[config.mk]
export PLATFORM = sky130hd
export DESIGN_NAME = my_alu_arbiter
export DESIGN_NICKNAME = d
export VERILOG_FILES = /design/src/rtl/my_alu_arbiter.sv
export SDC_FILE = /design/constraint.sdc
export NUM_CORES = 1
export LEC_CHECK = 0
export CAP_MARGIN = 0
export CORE_AREA = 2 2 122 124
export DETAILED_ROUTE_END_ITERATION = 6
export DIE_AREA = 0 0 124 126
export HOLD_SLACK_MARGIN = 0.15
export PLACE_DENSITY = 0.87
export RECOVER_POWER = 100
export SYNTH_ARGS = -nofsm -noshare
export SYNTH_HDL_FRONTEND = slang
export SYNTH_SLANG_ARGS = --single-unit
export TNS_END_PERCENT = 30
[constraint.sdc]
create_clock -name clk -period 1.7 [get_ports clk]
set_input_delay 0.34 -clock clk [delete_from_list [all_inputs] [get_ports clk]]
set_output_delay 0.34 -clock clk [all_outputs]
set_load 0.05 [all_outputs]
[src/rtl/my_alu_arbiter.sv]
`default_nettype none
// ============================================================================
// Module   : my_alu_arbiter
// Brief    : Shares one ALU between two requesters using round-robin
//            arbitration. Captures the winning operands, holds them on the
//            ALU for the op latency, and returns the result together with
//            the requester id on a valid/ready response channel.
// Options  : ALU_ARB_STATS_EN adds stat_cnt0/stat_cnt1, saturating 16-bit
//            counts of completed response handshakes per requester.
// Revision : 1.0 - initial release
// ============================================================================
module my_alu_arbiter #(
    parameter int MOD_CYCLES = 34,
    parameter int CNT_W      = 6
) (
    input  logic        clk,
    input  logic        reset,
    input  logic        req0_valid,
    output logic        req0_ready,
    input  logic [31:0] req0_a,
    input  logic [31:0] req0_b,
    input  logic [2:0]  req0_op,
    input  logic        req1_valid,
    output logic        req1_ready,
    input  logic [31:0] req1_a,
    input  logic [31:0] req1_b,
    input  logic [2:0]  req1_op,
    output logic [31:0] alu_a,
    output logic [31:0] alu_b,
    output logic [2:0]  alu_op,
    output logic        alu_clr,
    input  logic [31:0] alu_r,
    output logic        resp_valid,
    input  logic        resp_ready,
    output logic [31:0] resp_data,
    output logic        resp_id
`ifdef ALU_ARB_STATS_EN
    ,
    output logic [15:0] stat_cnt0,
    output logic [15:0] stat_cnt1
`endif
);

    localparam logic [2:0]       c_op_mod    = 3'b111;
    localparam logic [CNT_W-1:0] c_cnt_mod   = CNT_W'(MOD_CYCLES);
    localparam logic [CNT_W-1:0] c_cnt_short = CNT_W'(1);
    localparam logic [CNT_W-1:0] c_cnt_one   = CNT_W'(1);

    typedef enum logic [1:0] {
        S_IDLE = 2'd0,
        S_EXEC = 2'd1,
        S_RESP = 2'd2
    } state_t;

    state_t           r_state;
    state_t           w_state_nxt;
    logic             r_last;     // requester granted most recently (1 = req1)
    logic             r_id;       // requester owning the op in flight
    logic [CNT_W-1:0] r_cnt;      // remaining EXEC cycles
    logic             w_grant0;
    logic             w_grant1;
    logic             w_accept;
    logic             w_exec_last;
    logic             w_resp_fire;
    logic [31:0]      w_sel_a;
    logic [31:0]      w_sel_b;
    logic [2:0]       w_sel_op;

    // Grant only in IDLE; on a tie the requester not granted last wins
    always_comb begin
        w_grant0 = 1'b0;
        w_grant1 = 1'b0;
        if (r_state == S_IDLE) begin
            if (req0_valid && req1_valid) begin
                w_grant0 = r_last;
                w_grant1 = ~r_last;
            end else begin
                w_grant0 = req0_valid;
                w_grant1 = req1_valid;
            end
        end
    end

    assign req0_ready  = w_grant0;
    assign req1_ready  = w_grant1;
    assign w_accept    = w_grant0 | w_grant1;
    assign w_sel_a     = w_grant1 ? req1_a  : req0_a;
    assign w_sel_b     = w_grant1 ? req1_b  : req0_b;
    assign w_sel_op    = w_grant1 ? req1_op : req0_op;
    assign w_exec_last = (r_state == S_EXEC) && (r_cnt == '0);
    assign w_resp_fire = (r_state == S_RESP) && resp_ready;
    assign resp_valid  = (r_state == S_RESP);

    // State register
    always_ff @(posedge clk or negedge reset) begin
        if (!reset) begin
            r_state <= S_IDLE;
        end else begin
            r_state <= w_state_nxt;
        end
    end

    // Next-state: IDLE -> EXEC on accept, EXEC -> RESP on last cycle, RESP -> IDLE on handshake
    always_comb begin
        w_state_nxt = r_state;
        case (r_state)
            S_IDLE:  if (w_accept)    w_state_nxt = S_EXEC;
            S_EXEC:  if (w_exec_last) w_state_nxt = S_RESP;
            S_RESP:  if (w_resp_fire) w_state_nxt = S_IDLE;
            default: w_state_nxt = S_IDLE;
        endcase
    end

    // Operand capture, latency countdown and result capture. The counter is
    // loaded with the op latency and EXEC ends when it reaches zero, so the
    // result is sampled one cycle after the operand hold window has elapsed,
    // giving accept-to-valid of latency+1 edges.
    always_ff @(posedge clk or negedge reset) begin
        if (!reset) begin
            alu_a     <= '0;
            alu_b     <= '0;
            alu_op    <= '0;
            alu_clr   <= 1'b0;
            resp_data <= '0;
            resp_id   <= 1'b0;
            r_id      <= 1'b0;
            r_last    <= 1'b1;
            r_cnt     <= '0;
        end else begin
            alu_clr <= 1'b0;
            if (w_accept) begin
                alu_a   <= w_sel_a;
                alu_b   <= w_sel_b;
                alu_op  <= w_sel_op;
                alu_clr <= (w_sel_op == c_op_mod);
                r_id    <= w_grant1;
                r_last  <= w_grant1;
                r_cnt   <= (w_sel_op == c_op_mod) ? c_cnt_mod : c_cnt_short;
            end else if (r_state == S_EXEC) begin
                if (w_exec_last) begin
                    resp_data <= alu_r;
                    resp_id   <= r_id;
                end else begin
                    r_cnt <= r_cnt - c_cnt_one;
                end
            end
        end
    end

`ifdef ALU_ARB_STATS_EN
    // Per-requester count of completed response handshakes, saturating
    always_ff @(posedge clk or negedge reset) begin
        if (!reset) begin
            stat_cnt0 <= '0;
            stat_cnt1 <= '0;
        end else if (w_resp_fire) begin
            if (!resp_id && (stat_cnt0 != 16'hFFFF)) begin
                stat_cnt0 <= stat_cnt0 + 16'd1;
            end
            if (resp_id && (stat_cnt1 != 16'hFFFF)) begin
                stat_cnt1 <= stat_cnt1 + 16'd1;
            end
        end
    end
`endif

endmodule
`default_nettype wire

==> impl_metrics.toml <==
[synth]
synthTopCellsByArea = "dfrtp_1 (56%), nand2_1 (11%), mux2_4 (8.8%)"
ys.flop_type = "dfrtp_1"
yosysWarnings = 0
syn_inst = 491
seq_area_frac_synth_pct = 56.2
async_reset_ff_share_pct = 100
synth_top_family_by_area = "simple AND/OR/NAND/NOR gates"
synthAdderAreaFrac_pct = 0.506
ys_types = 36
yosys.area.top_type_share_pct = 55.7
avgSynthCellArea_um2 = 10.1
synth_nets = 664
yosysMostFrequentCell = "nand2_1"
synthSimpleGateAreaFrac_pct = 18.1
synth-seq-cells = 111
synth-compound-area-share_pct = 10.4
synth.area.mux_share_pct = 10.7
synth_common_cells = "nand2_1 (140), dfrtp_1 (110), nor2_1 (66)"
synth-edff-count = 0
synth_xor_area_share_pct = 0.177
yosysTopAreaCell = "dfrtp_1"
synthesis.area_um2 = 4940

[critical_path]
cpMostUsedCell = "buf_6"
rr_endpoint = "resp_data[26]"
crit_path_end_kind = "primary output"
rrSetupSlack_ns = 0.01
rr_startpoint = "r_cnt[3]"
critPathRequiredTime_ns = 1.36
crit_type = "register to primary output"
arrival_ns = 1.36
cpPeakStageDelay_ns = 0.42
timing.critical_path.buf_inv = 2
r2r_cells = 5
critPathLaunch = "r_state[0]"
crit_fanout = 2
crit_path_cell_trace = "nor2_4, buf_6, o211a_1, buf_6"
crit_slowest_cell = "dfrtp_1"
cp-start-kind = "register"
crit_family = "flip-flops"

[grt]
grt_util_all_layers_pct = 18.4
grt_max_degree = 65
overflow = 0
grt_pass1_wl_um = 22200
grt_pass1_vias = 4573
antenna_found_initial = 0

[sta]
slew_headroom_pct = 54.1
hold_ws_ns = 0.477
setup_viol = 1
fin_crit_sh_pct = 100
rsz0062_at_grt = "yes"
worst_slew_pin_slew_ns = 0.689
timing.final.crit_period_ns = 1.70
maxSlewViolCount = 0
fin_ws_ns = -0.00365
max_freq_mhz = 587
report.final.hold_viol_count = 0
clock-skew-final_ns = 0.00593
fin_tns_setup_ns = -0.00365

[placed_design]
place_ws_ns = -0.173
gp_congestion = 0.808
place_area_um2 = 7800
post-dp-hpwl_um = 10900
port_buffers = 274

[cells_and_area]
final_area_um2 = 7860
final_nets = 945
drive_above_1_share_pct = 24.5
diodes = 0
ff_latch_area_um2 = 2780
multi_input_area_um2 = 2000
area_delta_synth_final_pct = 59.0
fillCellCount = 1301

[min_path]
min_path_cells = 2
hold_path_class = "register to register"
hold_start = "r_id"
min_to = "r_id"

[clock_network]
clock_latency_ns = 0.35
cts_tree = "built"
cts-root-buf = "clkbuf_16"
cts_buffers = 9
clk_pin_slew_worst_paths_ns = 0.07
clock_sinks = 111
clockBufferDepth = 2
cts_max_level = 3

[floorplanning]
die_y_um = 126
fp-row-count = 44
core-area_um2 = 14300
die_area_um2 = 15600
io_pins = 275
dieWidth_um = 124
initial_core_util_pct = 34.5

[route]
drt_wl_total_um = 14400
wl_per_cell_um = 15.0
num_vias = 4568
drtAntennaViolNets = 0
drt_iter0_drc = 155
first_pass_iters = 4
viasPerCell = 4.75
drc_errors = 0

[power_and_ir_drop]
powerDensity_nw_per_um2 = 2110
vdd_drop_max_v = 0.00101
p_leak_nw = 3.64
power.total_mw = 16.6

[run]
drv_cap = 0

[status]
status = "finished with violations"
violations = "negative setup slack"
[cells by family (layout without fill, tap and decap cells)]
kind of cell               count (synthesis)  count (layout)
and+or+nand+nor                          220             220
AOI/OAI and AO/OA                         81              81
DFF                                      111             111
muxes                                     38              38
xor gates and xnor gates                   1               1
buffers and inverters                     38             324
adders and majority gates                  2               2
[layout make-up]
class | count | share of cell area, %
Sequential cell | 111 | 35.4
Multi-Input combinational cell | 342 | 25.4
Timing Repair Buffer | 303 | 32.2
Clock inverter | 7 | 0.908
Inverter | 5 | 0.303
Clock buffer | 9 | 2.87
Tap cell | 184 | 2.93
[report_power, final]
group          leakage [nW]  internal [mW]  switching [mW]
Combinational          2.22           2.96            6.72
Clock                 0.150           1.15           0.980
Sequential             1.26           3.99           0.787
[tightest hold or removal path: stages, from the launching register on]
cell	delay [ns]
dfrtp_1	0.34
nand2_1	0.05
nand2_1	0.05
[cells in the final DEF, fill, tap and decap left out, types with 5 or more instances in the layout]
master / n
buf_12: 7
clkbuf_2: 101
mux2_4: 29
nand2_1: 140
dfrtp_1: 110
mux2i_1: 5
clkdlybuf4s50_1: 167
nor2_1: 66
clkbuf_16: 9
o21ai_0: 8
buf_4: 16
a31oi_1: 64
[worst max-delay path by stage]
stage / cells past startpoint / endpoint / slack (ns)
after floorplan: 4 / resp_data[10] / 0.06
after global placement: 6 / alu_a[14] / -0.09
after detailed placement: 6 / r_cnt[1] / -0.17
after CTS: 4 / req0_ready / -0.03
after global routing: 4 / req0_ready / -0.06
final: 4 / req0_ready / -0.004
[registers in the layout, summed over array words and instances, names as in the netlist, 2 cells and up]
register,flops
alu_a,32
alu_op,3
r_state,2
resp_data,32
r_cnt,6
alu_b,32
[per-layer routing]
metal	share of wire [%]	vias up	track usage [%]	wire length, um
met5	0	-	0	0
met4	2.5	0	7.93	368
met3	10	24	6.02	1450
met1	39	2096	20.7	5610
met2	49	215	31.5	7020
li1	-	2233	-	-
[through the flow]
| stage | instances | util (%) |
|---|---|---|
| global route | 961 | 54.9 |
| detailed placement | 940 | 54.5 |
| finish | 961 | 54.9 |
| global placement | 940 | 54.5 |
| CTS | 960 | 56.9 |
| floorplan | 491 | - |
[timing repair]
item,in CTS,in global routing
gates resized for setup,8,5
hold buffers,1,0
hold endpoints to repair,25,0
pin swaps,2,3
endpoints found under the setup margin,3,9
setup buffers,3,1
Power figures use the tool's default switching activity.
